[config.mk]
export PLATFORM = sky130hd
export DESIGN_NAME = hms_timekeeper
export DESIGN_NICKNAME = d
export VERILOG_FILES = /design/src/rtl/hms_timekeeper.sv
export SDC_FILE = /design/constraint.sdc
export NUM_CORES = 1
export LEC_CHECK = 0
export CORE_MARGIN = 5
export CORE_UTILIZATION = 54
export CTS_CLUSTER_SIZE = 10
export DETAILED_ROUTE_END_ITERATION = 12
export PLACE_DENSITY_LB_ADDON = 0.2
export SETUP_SLACK_MARGIN = 0.3
export SLEW_MARGIN = 5
export SYNTH_ARGS = -nofsm -noshare
export SYNTH_HDL_FRONTEND = slang
export SYNTH_SLANG_ARGS = --single-unit
[constraint.sdc]
create_clock -name clk_in_50M -period 2.41 [get_ports clk_in_50M]
set_input_delay 0.482 -clock clk_in_50M [delete_from_list [all_inputs] [get_ports clk_in_50M]]
set_output_delay 0.482 -clock clk_in_50M [all_outputs]
set_load 0.01 [all_outputs]
[src/rtl/hms_timekeeper.sv]
// Hour/minute/second timekeeper with a 1 s prescaler, 12/24 h display,
// field writes with range checking, and a minute-resolution alarm.
module hms_timekeeper #(
  parameter int unsigned TICK_DIV         = 50000000,
  parameter bit          ALARM_EN_DEFAULT = 1'b0
) (
  input  logic       clk_in_50M,
  input  logic       rst_n,
  input  logic       en,
  input  logic       mode_12h,
  input  logic       set_valid,
  input  logic [1:0] set_sel,
  input  logic [6:0] set_value,
  input  logic [6:0] alarm_hour,
  input  logic [6:0] alarm_min,
  output logic [6:0] sec,
  output logic [6:0] min,
  output logic [6:0] hour,
  output logic       pm,
  output logic       tick,
  output logic       day_pulse,
  output logic       alarm_hit,
  output logic       set_err
);

  localparam int unsigned PW = (TICK_DIV > 2) ? $clog2(TICK_DIV) : 1;
  localparam logic [PW-1:0] PRESC_LAST = PW'(TICK_DIV - 1);

  logic [PW-1:0] presc_q, presc_d;
  logic [5:0]    sec_q, sec_d;
  logic [5:0]    min_q, min_d;
  logic [4:0]    hour_q, hour_d;
  logic          armed_q, armed_d;
  logic          tick_q, tick_d;
  logic          day_q, day_d;
  logic          alarm_q, alarm_d;
  logic          err_q, err_d;
  logic          tickEdge;
  logic [4:0]    dispHour;

  assign tickEdge = en && (presc_q == PRESC_LAST);

  // A write always wins over a coincident tick edge; the tick is simply lost.
  always_comb begin
    presc_d = presc_q;
    sec_d   = sec_q;
    min_d   = min_q;
    hour_d  = hour_q;
    armed_d = armed_q;
    tick_d  = 1'b0;
    day_d   = 1'b0;
    alarm_d = 1'b0;
    err_d   = 1'b0;

    if (en) begin
      presc_d = tickEdge ? '0 : presc_q + PW'(1);
    end

    if (set_valid) begin
      unique case (set_sel)
        2'b00: begin
          if (set_value < 7'd60) begin
            sec_d   = set_value[5:0];
            presc_d = '0;
          end else begin
            err_d = 1'b1;
          end
        end
        2'b01: begin
          if (set_value < 7'd60) min_d = set_value[5:0];
          else                   err_d = 1'b1;
        end
        2'b10: begin
          if (set_value < 7'd24) hour_d = set_value[4:0];
          else                   err_d = 1'b1;
        end
        default: armed_d = set_value[0];
      endcase
    end else if (tickEdge) begin
      tick_d = 1'b1;
      if (sec_q == 6'd59) begin
        sec_d = '0;
        if (min_q == 6'd59) begin
          min_d = '0;
          if (hour_q == 5'd23) begin
            hour_d = '0;
            day_d  = 1'b1;
          end else begin
            hour_d = hour_q + 5'd1;
          end
        end else begin
          min_d = min_q + 6'd1;
        end
      end else begin
        sec_d = sec_q + 6'd1;
      end
      alarm_d = armed_q && ({2'b00, hour_d} == alarm_hour) &&
                ({1'b0, min_d} == alarm_min) && (sec_d == 6'd0);
    end
  end

  always_ff @(posedge clk_in_50M) begin
    if (!rst_n) begin
      presc_q <= '0;
      sec_q   <= '0;
      min_q   <= '0;
      hour_q  <= '0;
      armed_q <= ALARM_EN_DEFAULT;
      tick_q  <= 1'b0;
      day_q   <= 1'b0;
      alarm_q <= 1'b0;
      err_q   <= 1'b0;
    end else begin
      presc_q <= presc_d;
      sec_q   <= sec_d;
      min_q   <= min_d;
      hour_q  <= hour_d;
      armed_q <= armed_d;
      tick_q  <= tick_d;
      day_q   <= day_d;
      alarm_q <= alarm_d;
      err_q   <= err_d;
    end
  end

  // Display hour follows mode_12h combinationally; midnight and noon show 12.
  always_comb begin
    dispHour = hour_q;
    if (mode_12h) begin
      if (hour_q == 5'd0 || hour_q == 5'd12) dispHour = 5'd12;
      else if (hour_q > 5'd12)               dispHour = hour_q - 5'd12;
    end
  end

  assign sec       = {1'b0, sec_q};
  assign min       = {1'b0, min_q};
  assign hour      = {2'b00, dispHour};
  assign pm        = (hour_q >= 5'd12);
  assign tick      = tick_q;
  assign day_pulse = day_q;
  assign alarm_hit = alarm_q;
  assign set_err   = err_q;

endmodule

Word-level counts from Yosys, hierarchy flattened
Cells that the tools add are included.

storage, ports and cells
  bits in registers = 48
  output and inout bits = 26
  logic and storage cells = 92

cells by class
  add/subtract/negate cells = 5
  order comparisons = 4
  equal/unequal tests = 14
  mux-type cells = 36
  bitwise logic cells = 5
  reductions and logical operators = 19

operator list
  kind                                                               count
  two-way mux 26 bit                                                 5
  two-way mux 6 bit                                                  14
  two-way mux 5 bit                                                  12
  adder 26 x 1 -> 26 bit, second input constant                      1
  == test 26 bit, second input constant                              1
  adder 6 x 1 -> 6 bit, second input constant                        2
  == test 6 bit, second input constant                               2
  != test 2 x 1 -> 1 bit, second input constant                      5
  AND reduction 3 bit                                                3
  == test 5 x 7 -> 1 bit                                             1
  == test 6 x 7 -> 1 bit                                             1
  < comparator 7 x 5 -> 1 bit, second input constant                 1
  < comparator 7 x 6 -> 1 bit, second input constant                 1
  zero test 6 bit                                                    1
  OR reduction 3 bit                                                 2
  adder 5 x 1 -> 5 bit, second input constant                        1
  == test 5 x 4 -> 1 bit, second input constant                      1
  == test 5 bit, second input constant                               1
  greater-or-equal comparator 5 x 4 -> 1 bit, second input constant  1
  greater-than comparator 5 x 4 -> 1 bit, second input constant      1
  zero test 5 bit                                                    1
  inverter 1 bit                                                     5
  OR reduction 5 bit                                                 1
  subtractor 5 x 4 -> 5 bit, second input constant                   1
  10 further kinds                                                   18

Longest topological paths before layout
  word-level depth = 10
  gate-level depth with buffers = 8
  depth with buffers taken out = 8

Worst setup path before layout
OpenSTA, ideal clock, no wires.

  path kind = register to register
  start = reg sec_q[0]
  end = reg alarm_q, in the netlist alarm_hit
  setup time = 0.088 ns
  data arrival time = 2.211 ns
  path slack = 0.112 ns
  cell stages (with the launch flop) = 9
  clock period less this slack = 2.298 ns
  cells stage by stage = dfxtp_1 ha_1 buf_2 nand4_1 nor4_1 xnor2_1 nor2_1 or4_1 nor4_2

between the ends
  word-level cells in the longest chain between the ends = 8
  elaborated cells on any way between the ends = 17
  those cells by class = add/sub (1); eq/ne (3); mux (9); reduce/logical (4)

ends and longest elaborated chain
  item                                                          RTL line  source
  from (decl)                                                   30        logic [5:0] sec_q, sec_d;
  from (signal assigned)                                        105       sec_q <= '0;
  from (signal assigned)                                        115       sec_q <= sec_d;
  branches (longest 7 deep; another with adder 6 x 1 -> 6 bit)  -
  logical AND 1 bit *                                           98        ({1'b0, min_d} == alarm_min) && (sec_d == 6'd0);
  to (signal assigned)                                          121       alarm_q <= alarm_d;
  to (decl)                                                     36        logic alarm_q, alarm_d;

Mark *: on every way between the ends. The select of a mux whose other input is x is not followed.
A chain may end at the register's enable or synchronous reset.

Worst setup path in the final report
Ends and elaborated chain as after synthesis.

==> flow_summary.ini <==
[drt]
dr.pass1.iters = 6
drt_first_iter_violations = 393
dr_total_vias = 3525
vias_per_cell = 6.11
wirelength_um = 10000
wl_per_cell_um = 17.4
drc = 0
drtAntennaViolNets = 0

[synth]
seq_area_frac_synth_pct = 30.5
synth_area_leader_cell = dfxtp_1
synthFlopType = dfxtp_1
syn-cell-area_mm2 = 0.00316
synth_cell_types = 54
ys_seq_elements = 48
synth_top_area_share_pct = 30.5
postSynthAreaPerCell_um2 = 7.85
synthArstFlopShare_pct = 0
synth_top_cells_by_area = dfxtp_1 (30%), nor2_1 (6.3%), xor2_1 (5.6%)
yosysWarnings = 0
synth_edf_count = 0
syn_inst = 402

[final_layout]
nets = 540
drive_gt1_share_pct = 25.7
syn_to_final_growth_pct = 40.8
mostFrequentLayoutCells = buf_4 (59), nor2_1 (50), clkdlybuf4s50_1 (40), dfxtp_1 (39), nand2_1 (36)
fill_cells = 371
multi_input_area_mm2 = 0.00228
seq_area_um2 = 982
fin_cells = 577
antenna_cells = 0
final_area_mm2 = 0.00444
mostFrequentLayoutCell = buf_4

[sta]
min_period_ns = 2.29
final_max_slew_viol_count = 0
relSlewSlack_pct = 58.5
hold_violations = 0
setup_violations = 0
finalCritPeriodShare_pct = 94.9
worstMarginPinSlew_ns = 0.621
finClkSkew_ns = 0.00982
max_freq_ghz = 0.437
rsz0062_at_grt = true
whs_ns = 0.493
setup_tns_ns = 0

[worst_hold_path]
hold_class = flip-flop to flip-flop
hold_path_depth = 2
holdPathEnd = presc_q[0]$_SDFF_PN0_
min-delay-start = presc_q[0]$_SDFF_PN0_

[run]
max_cap_viol_count = 0

[place]
place_inst = 555
io_buffers = 49
finalWeightedCongestion = 0.938
dpl.hpwl_um = 6730
placed_cell_area_mm2 = 0.00404

[global_routing]
grt_pass1_vias = 3323
overflow = 0
grt_usage_pct = 25.8
grt_pass1_wl_um = 15700
grt_max_degree = 24
antenna_found_initial = 0

[power_and_ir_drop]
cellLeakagePower_nw = 1.77
power_density_mw_per_mm2 = 353
fin_total_pwr_mw = 1.57
peakVddDrop_mv = 0.260

[floorplanning]
die_w_um = 86.4
row_count = 27
start_util_pct = 56.3
io_pins = 54
die-height_um = 86.4
core_mm2 = 0.00561
fp.dieArea_mm2 = 0.00747

[run_status]
status = complete, no violations

[setup_path]
rr_startpoint = sec_q[0]$_SDFFE_PN0P_
r2r_setup_slack_ns = 0.12
crit_required_ns = 2.65
critPathLaunch = sec_q[0]$_SDFFE_PN0P_
critPathCaptureType = flip-flop
rr_endpoint = alarm_hit$_SDFF_PP0_
crit_type = flip-flop to flip-flop
crit_fanout = 3
arrival_ns = 2.52
r2r_cells = 9
start_kind = flip-flop

[clock_network]
insertion_delay_ns = 0.32
root_buffer = clkbuf_8
cts_tree = built
cts.path.max_buffers = 2
cts-htree-levels = 2
cts_buffers = 5
cts_sinks = 48
ctsHoldBuffers = 0
path_clk_slew_ns = 0.10
[per-layer routing]
| metal | up-vias | GRT usage (%) | part of all wire, % |
|---|---|---|---|
| li1 | 1644 | - | - |
| met1 | 1615 | 33.9 | 40 |
| met2 | 220 | 43.3 | 46 |
| met3 | 46 | 3.71 | 10 |
| met4 | 0 | 8.92 | 3.6 |
| met5 | - | 0 | 0 |
[layout make-up]
cell class / count / area share (%)
clock buffers: 6 / 1.86
clock inverters: 2 / 0.310
inverters: 10 / 0.845
multi-input cells: 328 / 51.2
flip-flops and latches: 48 / 22.1
well taps: 72 / 2.03
repair buffers: 111 / 21.6
[stage by stage]
step / utilization [%] / setup WS [ns]
finish: 79.2 / 0.123
global route: 79.2 / 0.0660
CTS: 76.5 / 0.223
detailed placement: 72.1 / -0.235
global placement: 72.1 / -0.151
floorplan: - / 0.301
[power breakdown]
group	leakage (nW)	internal, mW	switching (mW)
Combinational	1.33	0.118	0.113
Sequential	0.393	0.798	0.00771
Clock	0.0516	0.235	0.296
[cells in the mapped netlist (8+ instances only)]
master / number
a21oi_1: 22
and3_1: 12
clkbuf_1: 10
dfxtp_1: 48
ha_1: 8
inv_1: 9
mux2i_1: 11
nand2_1: 38
nand2b_1: 9
nand3_1: 18
nand4_1: 14
nor2_1: 53
nor3_1: 10
o21ai_0: 15
xnor2_1: 17
xor2_1: 20
[registers in the layout (all words and copies together), names as in the netlist]
signal,cells
alarm_hit,1
presc_q,26
set_err,1
armed_q,1
sec_q,6
min_q,6
hour_q,5
day_pulse,1
tick,1
[worst max path at each step]
stage / slack (ns) / cells after the start / to
2_1_floorplan: 0.30 / 8 / alarm_hit$_SDFF_PP0_
4_1_cts: 0.22 / 6 / hour[3]
3_3_place_gp: -0.15 / 7 / alarm_hit$_SDFF_PP0_
6_report: 0.12 / 9 / alarm_hit$_SDFF_PP0_
3_5_place_dp: -0.24 / 7 / alarm_hit$_SDFF_PP0_
5_1_grt: 0.07 / 8 / alarm_hit$_SDFF_PP0_
[kinds of logic after synthesis]
kind of cell,count (synthesis),synth area share [%]
compound gates,72,14.9
xor+xnor,37,10.3
fa+ha+maj,8,3.17
buf+inv,29,4.20
flops,48,30.5
mux,13,4.20
other cells,1,0.119
simple gates,194,32.6
[repair_timing]
item	4_1_cts	5_1_grt
endpoints found under the setup margin	43	36
cloned	0	0
pin swaps	18	13
buffers inserted	10	4
resized for setup	45	38
[critical path, cell delays in order (launching register included)]
cell     delay (ns)
dfxtp_4        0.38
ha_4           0.14
buf_4          0.12
and2_4         0.18
nand4_4        0.13
buf_4          0.18
mux2i_1        0.15
nor4_2         0.38
nand4_1        0.23
nor4_4         0.30
(Power assumes the default switching activity.)
